==> config.mk <==
export PLATFORM = sky130hd
export DESIGN_NAME = ps2_key_decoder
export DESIGN_NICKNAME = d
export VERILOG_FILES = /design/src/rtl/ps2_key_decoder.sv
export SDC_FILE = /design/constraint.sdc
export NUM_CORES = 1
export LEC_CHECK = 0
export CAP_MARGIN = 20
export CORE_ASPECT_RATIO = 1.1
export CORE_MARGIN = 5
export CORE_UTILIZATION = 38
export DETAILED_ROUTE_END_ITERATION = 10
export PLACE_DENSITY = 0.66
export SKIP_CTS_REPAIR_TIMING = 1
export SLEW_MARGIN = 20
export SYNTH_ARGS = -nofsm -noshare
export SYNTH_HDL_FRONTEND = slang
export SYNTH_SLANG_ARGS = --single-unit
==> constraint.sdc <==
create_clock -name clk -period 2.07 [get_ports clk]
set_input_delay 0.414 -clock clk [delete_from_list [all_inputs] [get_ports clk]]
set_output_delay 0.414 -clock clk [all_outputs]
set_load 0.03 [all_outputs]
==> src/rtl/ps2_key_decoder.sv <==
// PS/2 keyboard receiver and game-key decoder.
// Receives 11-bit PS/2 frames (start, 8 data LSB first, odd parity, stop), publishes each good
// byte on scan_code/scan_valid, and tracks held levels for left/right/up/space using the
// E0 (extended) and F0 (break) prefixes.
// Optional macro PS2_ERR_KEY_CLEAR_EN: every frame_err pulse also clears all held keys.
module ps2_key_decoder #(
    parameter int unsigned TIMEOUT_CYCLES = 65000
) (
    input  logic       clk,
    input  logic       rst,
    input  logic       ps2_clk,
    input  logic       ps2_data,
    output logic [3:0] key,
    output logic [7:0] scan_code,
    output logic       scan_valid,
    output logic       frame_err
);

    localparam int unsigned TmoW = $clog2(TIMEOUT_CYCLES + 1);
    localparam logic [TmoW-1:0] TmoLast = TmoW'(TIMEOUT_CYCLES - 1);

    typedef enum logic [1:0] {StIdle, StData, StParity, StStop} state_e;

    state_e         state_q, state_d;
    logic [2:0]     bit_cnt_q, bit_cnt_d;
    logic [7:0]     shift_q, shift_d;
    logic           parity_q, parity_d;
    logic [TmoW-1:0] tmo_q, tmo_d;
    logic [7:0]     scan_code_q, scan_code_d;
    logic           scan_valid_q, scan_valid_d;
    logic           frame_err_q, frame_err_d;
    logic           ext_q, ext_d;
    logic           brk_q, brk_d;
    logic [3:0]     key_q, key_d;

    logic clk_s1_q, clk_s2_q, clk_prev_q;
    logic data_s1_q, data_s2_q;
    logic fall;

    // Two-flop synchronizers plus one delayed copy of the synced clock for edge detection.
    always_ff @(posedge clk) begin
        if (rst) begin
            clk_s1_q   <= 1'b1;
            clk_s2_q   <= 1'b1;
            clk_prev_q <= 1'b1;
            data_s1_q  <= 1'b1;
            data_s2_q  <= 1'b1;
        end else begin
            clk_s1_q   <= ps2_clk;
            clk_s2_q   <= clk_s1_q;
            clk_prev_q <= clk_s2_q;
            data_s1_q  <= ps2_data;
            data_s2_q  <= data_s1_q;
        end
    end

    assign fall = clk_prev_q & ~clk_s2_q;

    // Frame FSM and decoder state registers.
    always_ff @(posedge clk) begin
        if (rst) begin
            state_q      <= StIdle;
            bit_cnt_q    <= 3'd0;
            shift_q      <= 8'h00;
            parity_q     <= 1'b0;
            tmo_q        <= '0;
            scan_code_q  <= 8'h00;
            scan_valid_q <= 1'b0;
            frame_err_q  <= 1'b0;
            ext_q        <= 1'b0;
            brk_q        <= 1'b0;
            key_q        <= 4'b0000;
        end else begin
            state_q      <= state_d;
            bit_cnt_q    <= bit_cnt_d;
            shift_q      <= shift_d;
            parity_q     <= parity_d;
            tmo_q        <= tmo_d;
            scan_code_q  <= scan_code_d;
            scan_valid_q <= scan_valid_d;
            frame_err_q  <= frame_err_d;
            ext_q        <= ext_d;
            brk_q        <= brk_d;
            key_q        <= key_d;
        end
    end

    // Frame reception: advance on synced falling edges, abort silently on inter-edge timeout.
    always_comb begin
        state_d      = state_q;
        bit_cnt_d    = bit_cnt_q;
        shift_d      = shift_q;
        parity_d     = parity_q;
        tmo_d        = '0;
        scan_code_d  = scan_code_q;
        scan_valid_d = 1'b0;
        frame_err_d  = 1'b0;

        if (state_q != StIdle && !fall) begin
            if (tmo_q == TmoLast) begin
                state_d   = StIdle;
                bit_cnt_d = 3'd0;
            end else begin
                tmo_d = tmo_q + TmoW'(1);
            end
        end

        if (fall) begin
            unique case (state_q)
                StIdle: begin
                    if (!data_s2_q) begin
                        state_d   = StData;
                        bit_cnt_d = 3'd0;
                    end
                end
                StData: begin
                    shift_d = {data_s2_q, shift_q[7:1]};
                    if (bit_cnt_q == 3'd7) begin
                        state_d   = StParity;
                        bit_cnt_d = 3'd0;
                    end else begin
                        bit_cnt_d = bit_cnt_q + 3'd1;
                    end
                end
                StParity: begin
                    parity_d = data_s2_q;
                    state_d  = StStop;
                end
                StStop: begin
                    state_d = StIdle;
                    // Odd parity: data bits plus parity bit must XOR to 1.
                    if (data_s2_q && (^{shift_q, parity_q})) begin
                        scan_code_d  = shift_q;
                        scan_valid_d = 1'b1;
                    end else begin
                        frame_err_d = 1'b1;
                    end
                end
                default: state_d = StIdle;
            endcase
        end
    end

    // Scan-code decode: prefix flags and held-key levels, one cycle after each good byte.
    always_comb begin
        logic       hit;
        logic [1:0] idx;
        ext_d = ext_q;
        brk_d = brk_q;
        key_d = key_q;
        hit   = 1'b0;
        idx   = 2'd0;

        if (scan_valid_q) begin
            if (scan_code_q == 8'hE0) begin
                ext_d = 1'b1;
            end else if (scan_code_q == 8'hF0) begin
                brk_d = 1'b1;
            end else begin
                if (ext_q) begin
                    if (scan_code_q == 8'h6B) begin
                        hit = 1'b1;
                        idx = 2'd0;
                    end else if (scan_code_q == 8'h74) begin
                        hit = 1'b1;
                        idx = 2'd1;
                    end else if (scan_code_q == 8'h75) begin
                        hit = 1'b1;
                        idx = 2'd2;
                    end
                end else if (scan_code_q == 8'h29) begin
                    hit = 1'b1;
                    idx = 2'd3;
                end
                if (hit) begin
                    key_d[idx] = ~brk_q;
                end
                ext_d = 1'b0;
                brk_d = 1'b0;
            end
        end

        // A corrupted frame may have been part of a prefixed sequence; drop the prefixes.
        if (frame_err_d) begin
            ext_d = 1'b0;
            brk_d = 1'b0;
`ifdef PS2_ERR_KEY_CLEAR_EN
            key_d = 4'b0000;
`else
            key_d = key_d;
`endif
        end
    end

    assign key        = key_q;
    assign scan_code  = scan_code_q;
    assign scan_valid = scan_valid_q;
    assign frame_err  = frame_err_q;

endmodule

==> metrics, run 1 <==
r2r worst-path depth 6; TritonCTS clock tree built; crit start category flip-flop; share of the yosys chip area belonging to registers 47.7%; CP cell instances xnor3_1 > or3_4 > mux2i_4 > buf_4 > mux2i_1 > nor2_1; total die area 0.00723 mm2; fin nets 268; Levels on crit path 6; DR WL/cell 11.3 um; cell with the most instances after synthesis dfxtp_1; Vias/cell 4.82; max-slew violations 0; router iterations before antenna repair 4; M1 wire length 1850 um; ys async rst share 0%; Post-synth top cells 51 x dfxtp_1, 40 x nor2_1, 22 x nand2_1, 14 x a21oi_1; CP required 2260 ps; Clock Tree Root clkbuf_8; total global-route track usage 11.9%; Least-Margin Pin Slew 521 ps; Final GP Congestion 0.813; Synth Instances 236; CP delay by family, top XOR/XNOR gates; reg-to-reg setup timing slack 180 ps; TNS Setup 0 ps; power consumption 1.64 mW; post-synthesis cell type count 35; Syn-to-layout area delta 19.5%; fill count 553; Hold Vio Cnt, Final 0; Power per Cell Area 642 mW/mm2; number of max-cap violations 0; design area 0.00255 mm2; Post-Route WL 3820 um; largest net degree at the start of global routing 35; initial antenna violation count 0; worst-skew pair later-pin latency 300 ps; met3 wire len 146 um; fin util 47.1%; drt initial violations 40; I/O pin count 18; Die W 81.5 um; Synth area leader dfxtp_1; average cell area after synthesis 9.06 um2; # diodes 0; number of flops mapped to enable cells by yosys 0; IO Port Bufs 17; layout cells sized above 1 9.54%; largest cells by area after synthesis dfxtp_1 48%, nor2_1 7.0%, mux2i_1 5.1%; crit-path max cell delay 450 ps; post-placement cell area 0.00244 mm2; hold path depth 1; row cnt 28; hold slack 415 ps; top routing layer in use met4; die height 88.7 um; post-route antenna net violation count 0; Vias 1623; Syn. warnings 0; synthesized cell area 0.00214 mm2; Detail Placement HPWL 2680 um; clk buf depth 2; Fmax 529 MHz; total CTS buffers 5; Initial Util 39.4%; status completed; core box area 0.00543 mm2; Mapped Nets 243; CTS clk-pin slew, worst paths 100 ps; Hold Crit Class flip-flop to flip-flop; DRC viols 0; shortest period the worst path allows 1890 ps; ys flop type dfxtp_1; crit end category flip-flop; crit path DAT 2080 ps; r2r startpoint shift_q[6]; hold path endpoint clk_s2_q; Setup Skew 12.1 ps; RSZ-0062 raised after global routing false; top cell type's share of synthesized area 47.7%; Final Cycle Share 91.3%; slowest CP cell xnor3_1; Yosys reg bits 51; number of H-tree levels 2; final setup fails 0; hold path start clk_s1_q; metal2 WL 1740 um; R2R Path End scan_code[2]; Rel. slew slack 64.8%; critical path fanouts, max 4; worst setup path class flip-flop to flip-flop; clk sink count 51; WP buf/inv 1; gr ovfl total 0; number of global-route vias before repair 1527; P_leak 0.844 nW; first-pass GRT wire length 6700 um; Max IR drop VDD 0.000334 V
==> where the power goes <==
group / switching (mW) / total [mW] / internal (mW)
Sequential: 0.00276 / 0.987 / 0.985
Clock: 0.319 / 0.624 / 0.304
Combinational: 0.0162 / 0.0288 / 0.0127
Total: 0.338 / 1.64 / 1.30
==> cells in the final DEF, fill, tap and decap left out, types with 2 or more instances in the layout <==
cell,n
o21ai_0,4
a22oi_1,2
clkdlybuf4s50_1,17
xor2_1,7
nor3_1,10
nand3_1,6
nand4bb_1,2
xnor2_1,11
buf_4,8
nor4_1,3
clkbuf_8,7
or3_1,3
dfxtp_1,51
ha_1,3
nor2b_1,3
nor2_1,40
mux2i_1,11
and4_1,2
xnor3_1,2
inv_1,7
nand4_1,6
nand2_1,22
a21oi_1,14
or2_2,6
nand2b_1,2
==> per-layer routing <==
| metal | up-vias | GRT usage [%] |
|---|---|---|
| met5 | - | 0 |
| met4 | 0 | 5.07 |
| met3 | 6 | 3.05 |
| met2 | 22 | 20.1 |
| met1 | 743 | 14.1 |
| li1 | 852 | - |
==> stage by stage <==
stage / std cells / worst slack (ps)
CTS: 335 / 88.2
floorplan: 236 / 246
global route: 337 / 80.7
finish: 337 / 180
global placement: 327 / 148
detailed placement: 327 / 97.1
==> state kept, by name, indices dropped and copies added (netlist names) <==
| signal | flops |
|---|---|
| clk_s2_q | 1 |
| data_s1_q | 1 |
| frame_err | 1 |
| bit_cnt_q | 3 |
| clk_prev_q | 1 |
| shift_q | 8 |
| parity_q | 1 |
| key | 4 |
| scan_valid | 1 |
| data_s2_q | 1 |
| ext_q | 1 |
| scan_code | 8 |
| brk_q | 1 |
| state_q | 2 |
| clk_s1_q | 1 |
| tmo_q | 16 |
==> kinds of logic after synthesis <==
group                      synth area share [%]
buffers and inverters                      2.69
AOI/OAI and AO/OA                          6.44
muxes                                      6.20
adders and majority gates                  1.76
xor gates and xnor gates                   9.48
and+or+nand+nor                            25.7
DFF                                        47.7
==> how the worst max path moves through the flow <==
stage               startpoint            to
finish              shift_q[6]  scan_code[2]
global route        shift_q[6]  scan_code[0]
CTS                 shift_q[6]  scan_code[2]
detailed placement  shift_q[6]  scan_code[2]
global placement    shift_q[6]  scan_code[4]
floorplan           shift_q[6]  scan_code[0]
==> final cells by class <==
class | instances | area (um2) | area share, %
Tap cell | 75 | 93.8 | 3.67
Clock buffer | 7 | 96.3 | 3.77
Clock inverter | 1 | 7.51 | 0.294
Multi-Input combinational cell | 170 | 1060 | 41.5
Timing Repair Buffer | 26 | 250 | 9.79
Sequential cell | 51 | 1020 | 40.0
Inverter | 7 | 26.3 | 1.03
==> worst reg2reg max path, cell delays in order (launching register included) <==
cell	delay, ps
dfxtp_1	390
xnor3_1	450
or3_4	350
mux2i_4	160
buf_4	180
mux2i_1	190
nor2_1	50
(Power assumes the default switching activity.)
==> run 2: changes to the inputs <==
CTS_CLUSTER_SIZE = 10   (was not set)
==> results of run 2 <==
Same layout as run 1: the final DEF is identical, and so are final timing and power.
